### src/rtl/biu_datapath_pkg.sv
// Shared definitions for the BIU address/data path: status and address-select codes,
// config word layout and the burst-code-to-length table.
package biu_datapath_pkg;

   typedef enum logic [1:0] {
      ST_START = 2'd0,
      ST_CONT  = 2'd1,
      ST_IDLE  = 2'd2,
      ST_BUSY  = 2'd3
   } status_e;

   typedef enum logic {
      XFER_READ  = 1'b0,
      XFER_WRITE = 1'b1
   } xfer_e;

   typedef enum logic [1:0] {
      ASEL_ROW  = 2'b00,
      ASEL_COL  = 2'b01,
      ASEL_MODE = 2'b10,
      ASEL_PRE  = 2'b11
   } addr_sel_e;

   localparam logic [31:0] PROG_ADDR_DEF = 32'h3FFF_FFFF;
   localparam logic [2:0]  BURST_FULL    = 3'd7;
   localparam int          SD_A10        = 10;

   // Config word as written by the master in program mode.
   typedef struct packed {
      logic [7:0] tcas;
      logic [7:0] twait;
      logic [7:0] tpre;
      logic [3:0] tlat;
      logic       addr_mode;   // 0 sequential, 1 interleaved
      logic [2:0] burst;
   } cfg_t;

   // Code 7 is a full page, i.e. every column of the open row.
   function automatic int unsigned burst_len(input logic [2:0] code, input int unsigned col_w);
      return (code == BURST_FULL) ? (32'd1 << col_w) : (32'd1 << code);
   endfunction

endpackage

### src/rtl/biu_col_counter.sv
// Per-beat column generator: start column, beat count, sequential/interleaved wrap
// inside the burst window, and the end-of-burst pulse.
module biu_col_counter
   import biu_datapath_pkg::*;
#(
   parameter int COL_W = 10
) (
   input  logic             Clk,
   input  logic             Rst,
   input  logic             En,
   input  logic             load,
   input  logic [COL_W-1:0] start_col,
   input  logic             beat,
   input  logic             addr_mode,
   input  logic [2:0]       burst,
   output logic [COL_W-1:0] col,
   output logic             burst_done
);

   logic [COL_W-1:0] start_q, cnt_q, col_q;
   logic [COL_W-1:0] mask, cnt_nxt, low_nxt, col_nxt;
   logic             full_page, done_q;

   // Only the low log2(BL) bits move; the bits above the burst window stay at start.
   always_comb begin
      full_page = (burst == BURST_FULL);
      mask      = COL_W'(burst_len(burst, COL_W) - 32'd1);
      cnt_nxt   = (cnt_q + COL_W'(1)) & mask;
      low_nxt   = (full_page || !addr_mode) ? (start_q + cnt_nxt) : (start_q ^ cnt_nxt);
      col_nxt   = (start_q & ~mask) | (low_nxt & mask);
   end

   always_ff @(posedge Clk or negedge Rst) begin
      if (!Rst) begin
         start_q <= '0;
         cnt_q   <= '0;
         col_q   <= '0;
         done_q  <= 1'b0;
      end else if (En) begin
         if (load) begin
            start_q <= start_col;
            cnt_q   <= '0;
            col_q   <= start_col;
            done_q  <= 1'b0;
         end else if (beat) begin
            cnt_q   <= cnt_nxt;
            col_q   <= col_nxt;
            done_q  <= (cnt_q == mask);
         end else begin
            done_q  <= 1'b0;
         end
      end
   end

   assign col        = col_q;
   assign burst_done = done_q;

endmodule

### src/rtl/biu_datapath.sv
// BIU address/data path: address and config latches, SDRAM address mux, write/read data
// registers. Optional per-byte parity when BIU_DP_PARITY_EN is defined.
module biu_datapath
   import biu_datapath_pkg::*;
#(
   parameter int          DATA_W    = 32,
   parameter int          COL_W     = 10,
   parameter int          ROW_W     = 13,
   parameter int          BANK_W    = 2,
   parameter logic [31:0] PROG_ADDR = PROG_ADDR_DEF
) (
   input  logic                Clk,
   input  logic                Rst,
   input  logic                En,
   input  logic [8:0]          Control,
   input  logic [31:0]         AddrIn,
   input  logic [DATA_W-1:0]   DataIn,
   input  logic                Ready,
   input  logic                StoreReg,
   input  logic                EnWdata,
   input  logic                EnRdata,
   input  logic [1:0]          AddrSel,
   input  logic [DATA_W-1:0]   DqIn,
   output logic [ROW_W-1:0]    SdAddr,
   output logic [BANK_W-1:0]   SdBa,
   output logic [DATA_W-1:0]   DqOut,
   output logic                DqOe,
   output logic [DATA_W-1:0]   RdData,
   output logic                RdValid,
`ifdef BIU_DP_PARITY_EN
   output logic [DATA_W/8-1:0] DqParOut,
   input  logic [DATA_W/8-1:0] DqParIn,
   output logic                ParErr,
`endif
   output logic                BurstDone
);

   localparam int NBYTES = DATA_W / 8;

   cfg_t              cfg_q;
   logic [BANK_W-1:0] bank_q;
   logic [ROW_W-1:0]  row_q;
   logic [COL_W-1:0]  col;
   logic [DATA_W-1:0] dq_out_q, rd_data_q;
   logic              dq_oe_q, rd_valid_q;
   logic              addr_load, beat;

   // The program-mode address only carries the config word; it must not disturb bank/row.
   assign addr_load = Ready && (Control[8:7] == ST_START) && (AddrIn != PROG_ADDR);
   assign beat      = EnWdata | EnRdata;

   always_ff @(posedge Clk or negedge Rst) begin
      if (!Rst) begin
         cfg_q      <= '0;
         bank_q     <= '0;
         row_q      <= '0;
         dq_out_q   <= '0;
         dq_oe_q    <= 1'b0;
         rd_data_q  <= '0;
         rd_valid_q <= 1'b0;
      end else if (En) begin
         if (StoreReg)
            cfg_q <= cfg_t'(DataIn[31:0]);
         if (addr_load) begin
            bank_q <= AddrIn[COL_W+ROW_W +: BANK_W];
            row_q  <= AddrIn[COL_W +: ROW_W];
         end
         dq_oe_q <= EnWdata;
         if (EnWdata)
            dq_out_q <= DataIn;
         rd_valid_q <= EnRdata;
         if (EnRdata)
            rd_data_q <= DqIn;
      end
   end

   biu_col_counter #(.COL_W(COL_W)) u_col (
      .Clk        (Clk),
      .Rst        (Rst),
      .En         (En),
      .load       (addr_load),
      .start_col  (AddrIn[COL_W-1:0]),
      .beat       (beat),
      .addr_mode  (cfg_q.addr_mode),
      .burst      (cfg_q.burst),
      .col        (col),
      .burst_done (BurstDone)
   );

   always_comb begin
      SdAddr = '0;
      case (AddrSel)
         ASEL_ROW:  SdAddr = row_q;
         ASEL_COL:  SdAddr = ROW_W'(col);
         ASEL_MODE: SdAddr = ROW_W'({cfg_q.tlat[2:0], cfg_q.addr_mode, cfg_q.burst});
         ASEL_PRE:  SdAddr = ROW_W'(1) << SD_A10;
         default:   SdAddr = '0;
      endcase
   end

   assign SdBa    = bank_q;
   assign DqOut   = dq_out_q;
   assign DqOe    = dq_oe_q;
   assign RdData  = rd_data_q;
   assign RdValid = rd_valid_q;

`ifdef BIU_DP_PARITY_EN
   logic [NBYTES-1:0] par_wr, par_rd;
   logic [NBYTES-1:0] par_out_q;
   logic              par_err_q;

   // Even parity: the stored bit makes each byte plus its parity bit an even count of ones.
   always_comb begin
      par_wr = '0;
      par_rd = '0;
      for (int b = 0; b < NBYTES; b++) begin
         par_wr[b] = ^DataIn[b*8 +: 8];
         par_rd[b] = ^DqIn[b*8 +: 8];
      end
   end

   always_ff @(posedge Clk or negedge Rst) begin
      if (!Rst) begin
         par_out_q <= '0;
         par_err_q <= 1'b0;
      end else if (En) begin
         if (EnWdata)
            par_out_q <= par_wr;
         par_err_q <= EnRdata && (par_rd != DqParIn);
      end
   end

   assign DqParOut = par_out_q;
   assign ParErr   = par_err_q;
`endif

   // Timing fields and the R/W bit are consumed by biu_controls, not here.
   logic unused_ok;
   assign unused_ok = ^{Control[6:0], cfg_q.tcas, cfg_q.twait, cfg_q.tpre, cfg_q.tlat[3], NBYTES[0]};

endmodule

### config.mk
export PLATFORM = sky130hd
export DESIGN_NAME = biu_datapath
export DESIGN_NICKNAME = d
export VERILOG_FILES = /design/src/rtl/biu_datapath_pkg.sv /design/src/rtl/biu_col_counter.sv /design/src/rtl/biu_datapath.sv
export SDC_FILE = /design/constraint.sdc
export NUM_CORES = 1
export LEC_CHECK = 0
export BUFFER_PORTS_ARGS = -buffer_cell sky130_fd_sc_hd__buf_2
export CORE_ASPECT_RATIO = 2
export CORE_MARGIN = 4
export CORE_UTILIZATION = 46
export DETAILED_ROUTE_END_ITERATION = 10
export GPL_TIMING_DRIVEN = 0
export PLACE_DENSITY = 0.88
export SYNTH_ARGS = -nofsm -noshare
export SYNTH_HDL_FRONTEND = slang
export SYNTH_SLANG_ARGS = --single-unit
### constraint.sdc
create_clock -name Clk -period 3 [get_ports Clk]
set_input_delay 0.6 -clock Clk [delete_from_list [all_inputs] [get_ports Clk]]
set_output_delay 0.6 -clock Clk [all_outputs]
set_load 0.005 [all_outputs]
; ---- After elaboration in Yosys (flattened, before gate mapping)
; Index checks and enable logic that the tools add are counted.
[word_totals]
regBits = 119
input_bits = 114
out_inout_bits = 82
wordCells = 51
[op_classes]
add_sub_neg = 3
n_eq_ne = 6
n_shift = 1
n_mux = 9
bitwise = 7
reduce_logical = 12
[ops]
columns = op, n
row1 = 2-to-1 mux 10 bit, 6
row2 = one-hot mux 13 bit (4 select lines), 1
row3 = inequality test 32 x 30 -> 1 bit (second input constant), 1
row4 = AND 10 bit, 3
row5 = adder 10 x 1 -> 10 bit (second input constant), 1
row6 = adder 10 bit, 1
row7 = == test 10 bit, 1
row8 = inverter 10 bit, 1
row9 = bitwise OR 10 bit, 1
row10 = AND reduction 2 bit, 5
row11 = left shift 1 x 3 -> 10 bit (first input constant), 1
row12 = subtractor 10 x 1 -> 10 bit (second input constant), 1
row13 = bitwise XOR 10 bit, 1
row14 = == test 2 bit (second input constant), 2
row15 = logical NOT 2 bit, 2
row16 = == test 3 bit (second input constant), 1
row17 = == test 2 x 1 -> 1 bit (second input constant), 1
row18 = logical AND 1 bit, 2
row19 = 2-to-1 mux 1 bit, 2
row20 = nonzero test 2 bit, 1
row21 = logical NOT 1 bit, 1
row22 = logical OR 1 bit, 1
row23 = bitwise OR 1 bit, 1

; ---- Depth between registers and ports, before layout
[depth]
depth_word = 10
mapped_depth = 18
ltp_nobuf = 16

; ---- Hierarchy
; From an unflattened synthesis, not the netlist that was laid out.
[hier_totals]
hier_cells = 517
area_unflattened_um2 = 6032.0
[by_module_without_submodules]
columns = module, n_inst, cells_per_inst, area_per_inst_um2, seq_area_each_um2
row1 = biu_datapath, 1, 241, 3618.5, 2202.1
row2 = biu_col_counter, 1, 276, 2413.6, 775.7

; ---- Least setup slack after synthesis
; No wires, ideal clock.
[synth_timing]
kind = reg-to-reg
startpoint = reg cfg_q[2] (netlist name)
endpoint = reg u_col.col_q[9] (netlist: u_col.col[9])
setup_time_ns = 0.126
t_arrival_ns = 3.069
t_required_ns = 2.874
slack_ns = -0.195
path_stages_with_launch = 16
n_path_buf = 2
period_less_slack_ns = 3.195
path_cell_list = dfrtp_1 > buf_2 > or3_1 > ha_1 > buf_2 > xor2_1 > nor3_1 > a21oi_2 > nor2_1 > ha_1 > or3_1 > nor4_1 > a21oi_1 > xnor2_1 > mux2i_1 > a21oi_1
[synth_between]
elab_chain_len = 10
word_cells_on_any_way = 15
cone_classes = add/sub: 2 / eq/ne: 1 / shift: 1 / mux: 4 / bitwise: 6 / reduce/logical: 1
[synth_rtl]
columns = item, line_no
row1 = "start, declared", biu_datapath.sv:40  ; cfg_t cfg_q;
row2 = "start signal, assigned", biu_datapath.sv:63  ; cfg_q <= cfg_t'(DataIn[31:0]);
row3 = == test 3 bit or left shift 1 x 3 -> 10 bit (tied branches), "biu_datapath_pkg.sv:40, biu_col_counter.sv:26"
row4 = 2-to-1 mux 10 bit, biu_datapath_pkg.sv:40  ; return (code == BURST_FULL) ? (32'd1 << col_w) : (32'd1 << code);
row5 = subtractor 10 x 1 -> 10 bit, biu_col_counter.sv:27  ; mask = COL_W'(burst_len(burst, COL_W) - 32'd1);
row6 = AND 10 bit, biu_col_counter.sv:28  ; cnt_nxt = (cnt_q + COL_W'(1)) & mask;
row7 = adder 10 bit or bitwise XOR 10 bit (tied branches), biu_col_counter.sv:29  ; low_nxt = (full_page || !addr_mode) ? (start_q + cnt_nxt) : (start_q ^ cnt_nxt);
row8 = 2-to-1 mux 10 bit, biu_col_counter.sv:29
row9 = AND 10 bit, biu_col_counter.sv:30  ; col_nxt = (start_q & ~mask) | (low_nxt & mask);
row10 = bitwise OR 10 bit (*), biu_col_counter.sv:30
row11 = 2-to-1 mux 10 bit (*), biu_col_counter.sv:45  ; end else if (beat) begin
row12 = 2-to-1 mux 10 bit (*), biu_col_counter.sv:40  ; if (load) begin
row13 = "end signal, assigned", biu_col_counter.sv:43  ; col_q <= start_col;
row14 = "end signal, assigned", biu_col_counter.sv:47  ; col_q <= col_nxt;
row15 = "end, declared", biu_col_counter.sv:20  ; logic [COL_W-1:0] start_q, cnt_q, col_q;
; Mark *: on every way between the ends. The rest lies on a longest branch, timed or not. The select of a mux whose other input is x is not followed.
; A chain may end at the register's enable or synchronous reset.

; ---- Worst setup path after layout
; Ends and elaborated chain as after synthesis.

==> results.ini <==
[run_status]
status=finished, violations left
violations=setup timing

[sta]
period_needed_ns=3.309
finalClockSkew_ns=0.01569
holdWs_ns=0.01853
max_freq_mhz=302.2
relSlewSlack_pct=51.86
rsz0062_at_grt=yes
finalWorstSetupSlack_ns=-0.3090
fin_crit_sh_pct=110.3
tightest_slew_ns=0.7221
finalSetupViolations=7
hold_viol=0
slew_violations=0

[clock_tree]
clock_sinks=119
h-tree-depth=4
cts.clk_slew.worst_paths_ns=0.07
cts_buffer_depth=2
cts-root-buf=clkbuf_16
cts_tree=done
clock_latency_ns=0.43
cts_hold_buffers=0
cts_buffers=17

[pwr]
cellLeakagePower_nw=3.772
ir_worst_vdd_mv=0.7596
power_density_nw_per_um2=739.4

[worst_setup_path]
required_ns=3.30
worstSetupPathType=flip-flop to flip-flop
crit_fanout=6
r2r-start=cfg_q[2]
ff2ff_path_depth=15
r2r_end=u_col.col[9]
rrSetupSlack_ns=-0.31
arrival_ns=3.61
cp-start-kind=flip-flop
endpoint_kind=flip-flop

[global_routing]
grt_max_degree=95
grt_pass1_vias=5816
antenna_found_initial=1
grt_pass1_wl_mm=32.00
grt.overflow.total=0
grt_use_total_pct=29.17

[synth]
synth_edf_count=0
ys.flop_type=dfrtp_1
async_reset_ff_share_pct=100.0
synth_top_area_cell=dfrtp_1
synth.avg_cell_area_um2=11.97
synth_cell_type_count=47
synth_area_leaders=dfrtp_1, mux2_2, mux2_4
synthMostInstantiatedCell=dfrtp_1
syn_nets=612
synth_top_area_share_pct=51.28
netlist_instances=485
yosysWarnings=0
yosysSeqAreaShare_pct=51.28
syn_area_um2=5807
netlist_top_cells_count=dfrtp_1, mux2_2, nand2_1
synth_seq_cells=119

[placed_design]
dp.cells=820
place.gp.congestion=0.9250
io_buffers=187
hpwlAfterDp_mm=13.42
placed_area_um2=7005

[job]
maxCapViolations=0

[floorplanning]
coreArea_um2=12270
die_x_um=87.45
pin_count=196
start_util_pct=47.34
rows=57
die_h_um=166.9
die_area_um2=14590

[detailed_routing]
drc_errors=0
first_iter_violations=699
wl_per_cell_um=26.31
avgViaCountPerCell=6.239
num_vias=5440
drtPass1Iterations=6
ant_nets=0
wl_mm=22.94

[hold_path]
hold_path_class=input pin to asynchronous set/reset pin

[final_layout]
drive_gt1_share_pct=53.59
nFillCells=781
final_nets=839
stdcell_count=872
syn2layout_area_growth_pct=37.32
stdcell_area_um2=7974

-- critical path, stage by stage (launching register included) --
cell,delay [ns]
dfrtp_2,0.42
buf_6,0.12
or3_4,0.39
ha_4,0.22
xor2_2,0.19
nor3_2,0.19
a21oi_2,0.07
nor2_1,0.17
ha_2,0.32
o21a_1,0.13
o21a_1,0.19
o21ai_2,0.13
a21oi_2,0.09
xnor2_2,0.22
mux2i_1,0.23
a21oi_1,0.09
-- routing by layer --
metal,vias to the layer above,GRT usage [%],routed length [um]
met5,-,0,0
met2,471,50.79,12110
li1,2184,-,-
met1,2642,30.06,7176
met4,0,18.77,1718
met3,143,6.970,1940
-- power by group --
group | internal, mW | switching [mW] | leakage [nW]
clock | 1.31 | 0.851 | 0.291
combinational | 0.774 | 0.831 | 2.05
sequential | 1.89 | 0.243 | 1.43
total | 3.97 | 1.93 | 3.77
-- metrics by stage --
step	setup TNS (ns)	power, mW	setup WS (ns)	util [%]
final	-1.224	5.896	-0.3090	65.00
after detailed placement	-2.672	3.345	-0.5462	57.11
after CTS	-0.1477	5.693	-0.1136	64.01
after global routing	-1.723	6.076	-0.3990	65.00
after floorplan	-0.2463	2.815	-0.09933	-
after global placement	-15.50	3.272	-0.5204	56.83
-- flip-flops by register name (all words and copies together), names as in the netlist --
register	cells
SdBa	2
RdData	32
row_q	13
u_col.start_q	10
u_col.burst_done	1
u_col.col	10
DqOut	32
u_col.cnt_q	10
RdValid	1
DqOe	1
cfg_q	7
-- layout make-up --
class | count | area [um^2] | area share [%]
repair buffers | 209 | 1127 | 14.14
multi-input cells | 329 | 2888 | 36.22
well taps | 147 | 183.9 | 2.307
clock inverters | 14 | 175.2 | 2.197
diodes | 1 | 2.502 | 0.03138
inverters | 13 | 48.80 | 0.6120
flip-flops and latches | 119 | 2979 | 37.36
clock buffers | 17 | 425.4 | 5.335
plain buffers | 23 | 143.9 | 1.804
-- how the worst max path moves through the flow --
stage | to | from | cells past startpoint
2_1_floorplan | u_col.col[9] | cfg_q[2] | 15
3_3_place_gp | u_col.col[6] | cfg_q[2] | 15
4_1_cts | u_col.col[9] | cfg_q[1] | 16
6_report | u_col.col[9] | cfg_q[2] | 15
3_5_place_dp | u_col.col[6] | cfg_q[2] | 15
5_1_grt | u_col.col[9] | cfg_q[2] | 15
-- what timing repair did --
item	in CTS	in global routing
setup endpoints to repair	7	7
buffers inserted	13	8
pin swaps	18	20
resized for setup	33	15
-- layout by cell type, fill, tap and decap left out, drive strengths merged, types with 6 or more instances in the layout --
cell and instances:
o21ai 27, inv 16, mux2 96, dfrtp 119
mux2i 15, a211oi 7, buf 227, xnor2 9
o41ai 7, clkbuf 22, ha 12, nand2 38
nor3 6, clkinv 6, nand3 8, nand4 8
xor2 15, a21oi 16, nor2 28
-- cells by family (layout without fill, tap and decap cells) --
kind of cell / Yosys count / in the layout / share of synthesized area (%)
other: 0 / 1 / 0
AOI/OAI and AO/OA: 72 / 72 / 7.973
DFF: 119 / 119 / 51.28
muxes: 111 / 111 / 22.30
buffers and inverters: 37 / 276 / 3.124
xor gates and xnor gates: 24 / 24 / 3.620
and+or+nand+nor: 109 / 109 / 8.770
adders and majority gates: 13 / 13 / 2.930
Power figures use the tool's default switching activity.
